[config.mk]
export PLATFORM = sky130hd
export DESIGN_NAME = register_free_list_ctrl
export DESIGN_NICKNAME = d
export VERILOG_FILES = /design/src/rtl/register_free_list_ctrl.sv
export SDC_FILE = /design/constraint.sdc
export NUM_CORES = 1
export LEC_CHECK = 0
export CORE_MARGIN = 3
export CORE_UTILIZATION = 29
export CTS_CLUSTER_DIAMETER = 80
export CTS_CLUSTER_SIZE = 10
export DETAILED_ROUTE_END_ITERATION = 12
export GPL_ROUTABILITY_DRIVEN = 0
export PLACE_DENSITY = 0.61
export SYNTH_ARGS = -nofsm -noshare
export SYNTH_HDL_FRONTEND = slang
export SYNTH_SLANG_ARGS = --single-unit
[constraint.sdc]
create_clock -name clk_i -period 2.1 [get_ports clk_i]
set_input_delay 0.42 -clock clk_i [delete_from_list [all_inputs] [get_ports clk_i]]
set_output_delay 0.42 -clock clk_i [all_outputs]
set_load 0.02 [all_outputs]
[src/rtl/register_free_list_ctrl.sv]
// -----------------------------------------------------------------------------
// register_free_list_ctrl
//
// Front-end controller for the renamer's register_free_list.
//   * After reset it seeds the free list with physical IDs ARCH_REGS..PHYS_REGS-1,
//     one push per cycle, then moves to RUN for good.
//   * In RUN it gates rename-side allocation pops on free-list occupancy,
//     forwards rollbacks, and merges NUM_RELEASE retire-side release ports onto
//     the single free-list push through one staging slot per port and a
//     round-robin arbiter.
//
// Ports (PW = $clog2(PHYS_REGS))
//   clk_i                in   1               clock
//   rst_i                in   1               asynchronous reset, active-high
//   init_done_o          out  1               seeding finished (RUN state)
//   alloc_req_i          in   1               rename wants one physical register
//   alloc_gnt_o          out  1               allocation accepted this cycle
//   alloc_phys_addr_o    out  PW              allocated ID, valid with alloc_gnt_o
//   rollback_i           in   1               undo previous cycle's allocation
//   release_valid_i      in   NUM_RELEASE     port i offers an ID
//   release_phys_addr_i  in   NUM_RELEASE*PW  port i ID in slice [i*PW +: PW]
//   release_ready_o      out  NUM_RELEASE     port i can accept
//   fl_push_o            out  1               free-list push
//   fl_potential_push_o  out  1               free-list write enable (= fl_push_o)
//   fl_data_in_o         out  PW              free-list write data
//   fl_pop_o             out  1               free-list pop
//   fl_rollback_o        out  1               free-list rollback
//   fl_valid_i           in   1               free list non-empty
//   fl_data_out_i        in   PW              free-list head
// -----------------------------------------------------------------------------
module register_free_list_ctrl #(
  parameter int PHYS_REGS   = 64,
  parameter int ARCH_REGS   = 32,
  parameter int NUM_RELEASE = 2
) (
  input  logic                                    clk_i,
  input  logic                                    rst_i,
  output logic                                    init_done_o,
  input  logic                                    alloc_req_i,
  output logic                                    alloc_gnt_o,
  output logic [$clog2(PHYS_REGS)-1:0]            alloc_phys_addr_o,
  input  logic                                    rollback_i,
  input  logic [NUM_RELEASE-1:0]                  release_valid_i,
  input  logic [NUM_RELEASE*$clog2(PHYS_REGS)-1:0] release_phys_addr_i,
  output logic [NUM_RELEASE-1:0]                  release_ready_o,
  output logic                                    fl_push_o,
  output logic                                    fl_potential_push_o,
  output logic [$clog2(PHYS_REGS)-1:0]            fl_data_in_o,
  output logic                                    fl_pop_o,
  output logic                                    fl_rollback_o,
  input  logic                                    fl_valid_i,
  input  logic [$clog2(PHYS_REGS)-1:0]            fl_data_out_i
);

  localparam int PW   = $clog2(PHYS_REGS);
  localparam int SEED = PHYS_REGS - ARCH_REGS;
  localparam int FW   = $clog2(SEED) + 1;
  localparam int RW   = (NUM_RELEASE > 1) ? $clog2(NUM_RELEASE) : 1;

  localparam logic [FW-1:0] LAST_FILL = FW'(SEED - 1);
  localparam logic [PW-1:0] ARCH_ID   = PW'(ARCH_REGS);

  typedef enum logic [0:0] {
    ST_INIT = 1'b0,
    ST_RUN  = 1'b1
  } state_e;

  state_e                         state_q, state_d;
  logic [FW-1:0]                  fill_cnt_q, fill_cnt_d;
  logic [NUM_RELEASE-1:0]         slot_full_q, slot_full_d;
  logic [NUM_RELEASE-1:0][PW-1:0] slot_id_q, slot_id_d;
  logic [RW-1:0]                  rr_ptr_q, rr_ptr_d;

  logic                           run_s;
  logic [NUM_RELEASE-1:0]         grant_s;
  logic [RW-1:0]                  grant_idx_s;
  logic                           grant_any_s;
  logic [NUM_RELEASE-1:0]         load_s;

  assign run_s = (state_q == ST_RUN);

  // State register
  always_ff @(posedge clk_i or posedge rst_i) begin
    if (rst_i) begin
      state_q <= ST_INIT;
    end else begin
      state_q <= state_d;
    end
  end

  // Datapath registers: seed counter, staging slots, round-robin pointer
  always_ff @(posedge clk_i or posedge rst_i) begin
    if (rst_i) begin
      fill_cnt_q  <= '0;
      slot_full_q <= '0;
      slot_id_q   <= '0;
      rr_ptr_q    <= '0;
    end else begin
      fill_cnt_q  <= fill_cnt_d;
      slot_full_q <= slot_full_d;
      slot_id_q   <= slot_id_d;
      rr_ptr_q    <= rr_ptr_d;
    end
  end

  // Next-state logic: INIT runs until the last seed is pushed, RUN is terminal
  always_comb begin
    state_d = state_q;
    case (state_q)
      ST_INIT: begin
        if (fill_cnt_q == LAST_FILL) begin
          state_d = ST_RUN;
        end else begin
          state_d = ST_INIT;
        end
      end
      ST_RUN:  state_d = ST_RUN;
      default: state_d = ST_INIT;
    endcase
  end

  // Round-robin arbiter: first full slot searching from rr_ptr+1 upward
  always_comb begin
    logic [RW-1:0] cand_v;
    grant_s     = '0;
    grant_idx_s = '0;
    grant_any_s = 1'b0;
    cand_v      = '0;
    for (int k = 0; k < NUM_RELEASE; k++) begin
      cand_v = RW'((int'(rr_ptr_q) + 1 + k) % NUM_RELEASE);
      if (run_s && !grant_any_s && slot_full_q[cand_v]) begin
        grant_any_s     = 1'b1;
        grant_idx_s     = cand_v;
        grant_s[cand_v] = 1'b1;
      end else begin
        grant_any_s = grant_any_s;
      end
    end
  end

  // Datapath next-state: a load wins over a drain of the same slot
  always_comb begin
    fill_cnt_d  = fill_cnt_q;
    slot_full_d = slot_full_q;
    slot_id_d   = slot_id_q;
    rr_ptr_d    = rr_ptr_q;
    if (state_q == ST_INIT) begin
      fill_cnt_d = fill_cnt_q + FW'(1);
    end else begin
      fill_cnt_d = fill_cnt_q;
    end
    if (grant_any_s) begin
      rr_ptr_d = grant_idx_s;
    end else begin
      rr_ptr_d = rr_ptr_q;
    end
    for (int i = 0; i < NUM_RELEASE; i++) begin
      if (load_s[i]) begin
        slot_full_d[i] = 1'b1;
        slot_id_d[i]   = release_phys_addr_i[i*PW +: PW];
      end else if (grant_s[i]) begin
        slot_full_d[i] = 1'b0;
      end else begin
        slot_full_d[i] = slot_full_q[i];
      end
    end
  end

  // Outputs: allocation gating, release handshake and free-list push mux
  always_comb begin
    init_done_o       = run_s;
    alloc_gnt_o       = run_s & alloc_req_i & fl_valid_i;
    fl_pop_o          = run_s & alloc_req_i & fl_valid_i;
    alloc_phys_addr_o = fl_data_out_i;
    fl_rollback_o     = run_s & rollback_i;
    // A slot being drained this cycle can take a new ID at the same edge.
    if (run_s) begin
      release_ready_o = ~slot_full_q | grant_s;
    end else begin
      release_ready_o = '0;
    end
    load_s = release_valid_i & release_ready_o;
    // The seeding push is gated by rst_i so the free list sees no push while reset is held.
    if (rst_i) begin
      fl_push_o    = 1'b0;
      fl_data_in_o = '0;
    end else if (state_q == ST_INIT) begin
      fl_push_o    = 1'b1;
      fl_data_in_o = ARCH_ID + PW'(fill_cnt_q);
    end else if (grant_any_s) begin
      fl_push_o    = 1'b1;
      fl_data_in_o = slot_id_q[grant_idx_s];
    end else begin
      fl_push_o    = 1'b0;
      fl_data_in_o = '0;
    end
    fl_potential_push_o = fl_push_o;
  end

endmodule

==> flow_metrics.env, run 1 <==
export IMPL_status="complete, no violations"
export IMPL_synth_area_leaders="dfrtp_1 (48%), mux2_1 (13%), buf_4 (5.3%)"
export IMPL_p_clk_frac=0.238
export IMPL_critPathMaxFanout=6
export IMPL_drv_slew=0
export IMPL_layoutNonFillerInstCount=185
export IMPL_cts_max_path_buffers=2
export IMPL_critPathLaunchType="flop"
export IMPL_clock_sinks=22
export IMPL_cp_slowest_cell="dfrtp_1"
export IMPL_grtUsageTotal=0.1287
export IMPL_layout_commonest_cell="dfrtp_1"
export IMPL_avgViaCountPerCell=4.973
export IMPL_cts_buffers=3
export IMPL_start_util=0.3061
export IMPL_reg2reg_from="init_done_o"
export IMPL_io_buffer_count=32
export IMPL_met3_usage=0.04214
export IMPL_swShare=0.3072
export IMPL_grt_use_met1=0.1505
export IMPL_synthArstFlopShare=1.000
export IMPL_fmax_mhz=481.9
export IMPL_worstReg2RegEnd="slot_id_q[7]"
export IMPL_path_class="reg2out"
export IMPL_ant_nets=0
export IMPL_setup_ws_ns=0.02479
export IMPL_route_detailed_wl_per_inst_um=14.41
export IMPL_antenna_found_initial=0
export IMPL_top_usage_layer="met2"
export IMPL_drv_cap=0
export IMPL_power_density_mw_per_mm2=785.1
export IMPL_ys_seq_area_frac=0.4840
export IMPL_mostFrequentLayoutCells="dfrtp_1 (21), clkdlybuf4s50_1 (19), mux2_1 (13)"
export IMPL_seqPwrFrac=0.436
export IMPL_setup_viol=0
export IMPL_p_total_mw=1.227
export IMPL_yosysTopAreaCell="dfrtp_1"
export IMPL_holdWs_ns=0.3579
export IMPL_synth_ff_type="dfrtp_1"
export IMPL_power_switching_uw=376.9
export IMPL_die_area_sq_mm=0.004709
export IMPL_rsz0062_at_grt="true"
export IMPL_placed_area_sq_mm=0.001506
export IMPL_final_setup_tns_ns=0
export IMPL_syn_area_sq_mm=0.001137
export IMPL_slowest_delay_ns=0.44
export IMPL_drc=0
export IMPL_drt_iter0_drc=21
export IMPL_grt_pass1_wl_um=4443
export IMPL_netlist_instances=104
export IMPL_ys_ff_latch=22
export IMPL_p_int_uw=850.1
export IMPL_r2r_cells=4
export IMPL_routed_wl_um=2665
export IMPL_period_share=0.9882
export IMPL_required_ns=1.68
export IMPL_met2_usage=0.2229
export IMPL_insertion_delay_ns=0.26
export IMPL_synth_nets=130
export IMPL_synthDistinctLibCells=31
export IMPL_nets=164
export IMPL_fin_area_sq_mm=0.001563
export IMPL_final_util=0.4205
export IMPL_worst_r2r_setup_slack_ns=0.52
export IMPL_vias=920
export IMPL_diodes=0
export IMPL_core_rowCount=22
export IMPL_area_delta_synth_final_pct=37.40
export IMPL_ioPinCount=45
export IMPL_synth_edf_count=0
export IMPL_core_sq_mm=0.003716
export IMPL_die_w_um=68.63
export IMPL_ir_worst_vdd_v=0.0004403
export IMPL_comb_power_share=0.326
export IMPL_cts_hold_repair_buffers=0
export IMPL_first_pass_iters=4
export IMPL_root_buffer="clkbuf_8"
export IMPL_netlist_area_leader_share=0.4840
export IMPL_post_place_ws_ns=-0.2354
export IMPL_slew_headroom=0.7080
export IMPL_p_leak_nw=0.7068
export IMPL_drive_above_1_share=0.2190
export IMPL_worstPathArrival_ns=1.66
export IMPL_avgSynthCellArea_sq_um=10.94
export IMPL_placed_cells=181
export IMPL_worstMarginPinSlew_ns=0.4366
export IMPL_crit_chain="a21boi_4 -> mux2_1 -> o211a_1 -> buf_2"
export IMPL_grt_overflow=0
export IMPL_grt_pass1_vias=966
export IMPL_die_h_um=68.63
export IMPL_ys_warn_count=0
export IMPL_grt_max_degree=23
export IMPL_hp_class="in2async"
export IMPL_skew_ns=0.001234
export IMPL_clkTransAtPathRegs_ns=0.07
export IMPL_finalHoldViolCount=0
export IMPL_place_hpwl_um=2052
export IMPL_layout_min_cycle_time_ns=2.075
export IMPL_post_cts_repair_setup_buffers=0
export IMPL_ctsHtreeMaxLevel=1
export IMPL_endpoint_kind="output port"
export IMPL_cts_tree="built"
==> power by group through the flow <==
stage	logic, mW	registers, mW	clock network, mW
2_1_floorplan	0.243	0.535	0
3_3_place_gp	0.411	0.533	0
3_5_place_dp	0.419	0.536	0
4_1_cts	0.408	0.532	0.305
5_1_grt	0.437	0.543	0.323
6_report	0.400	0.535	0.292
==> routing by layer <==
| metal | share of wire | vias to the layer above |
|---|---|---|
| met5 | 0 | - |
| met4 | 0.015 | 0 |
| met3 | 0.077 | 6 |
| met2 | 0.51 | 35 |
| met1 | 0.40 | 454 |
| li1 | - | 425 |
==> final cells by class <==
cell class              count  area [sq um]
flip-flops and latches     22         551.8
well taps                  48         60.06
multi-input cells          67         520.5
inverters                   3         11.26
repair buffers             41         364.1
clock buffers               4         55.05
fillers                   380          2153
==> kinds of logic (layout without fill, tap and decap cells) <==
logic type	Yosys count	in the layout	share of synthesized area
adders and majority gates	1	1	0.01100
DFF	22	22	0.4841
AOI/OAI and AO/OA	22	22	0.1386
and+or+nand+nor	25	25	0.1100
muxes	14	14	0.1386
buffers and inverters	15	48	0.07920
xor gates and xnor gates	5	5	0.03850
==> Yosys cell counts, drive strengths merged, types with 2 or more instances <==
library cell   n
mux2          14
a21oi          9
o21ai          3
nor2           6
nand3          5
nand2          6
a31oi          3
xnor2          4
nand4          2
a211oi         3
buf           11
inv            3
dfrtp         22
==> flip-flops by register name, summed over array words and instances (netlist names) <==
signal,cells
slot_id_q,12
fill_cnt_q,6
slot_full_q,2
init_done_o,1
rr_ptr_q,1
==> timing repair <==
action	4_1_cts	5_1_grt
setup endpoints to repair	10	10
pin swaps	1	0
endpoints found under the hold margin	0	0
resized for setup	30	13
==> how the worst max path moves through the flow <==
| stage | from | slack [ns] | cells after the start | end |
|---|---|---|---|---|
| after floorplan | init_done_o | 0.1 | 4 | fl_data_in_o[4] |
| after global placement | rst_i | -0.20 | 4 | fl_data_in_o[0] |
| after detailed placement | rst_i | -0.24 | 4 | fl_data_in_o[0] |
| after CTS | init_done_o | 0.01 | 3 | alloc_gnt_o |
| after global routing | slot_full_q[0] | -0.04 | 4 | fl_data_in_o[0] |
| final | slot_full_q[0] | 0.02 | 4 | fl_data_in_o[0] |
==> worst max-delay path, delay by kind of cell (launching register included) <==
kind | cells | cell delay (ns)
muxes | 1 | 0.35
DFF | 1 | 0.44
buffers and inverters | 1 | 0.15
AOI/OAI and AO/OA | 2 | 0.46
Power figures use the tool's default switching activity.
==> run 2, diff against run 1 <==
--- a/config.mk
+++ b/config.mk
@@ -11,6 +11,7 @@
 export CTS_CLUSTER_SIZE = 10
 export DETAILED_ROUTE_END_ITERATION = 12
 export GPL_ROUTABILITY_DRIVEN = 0
+export HOLD_SLACK_MARGIN = 0.05
 export PLACE_DENSITY = 0.61
 export SYNTH_ARGS = -nofsm -noshare
 export SYNTH_HDL_FRONTEND = slang
==> results of run 2 <==
Final layout, timing and power as in run 1 (identical DEF).
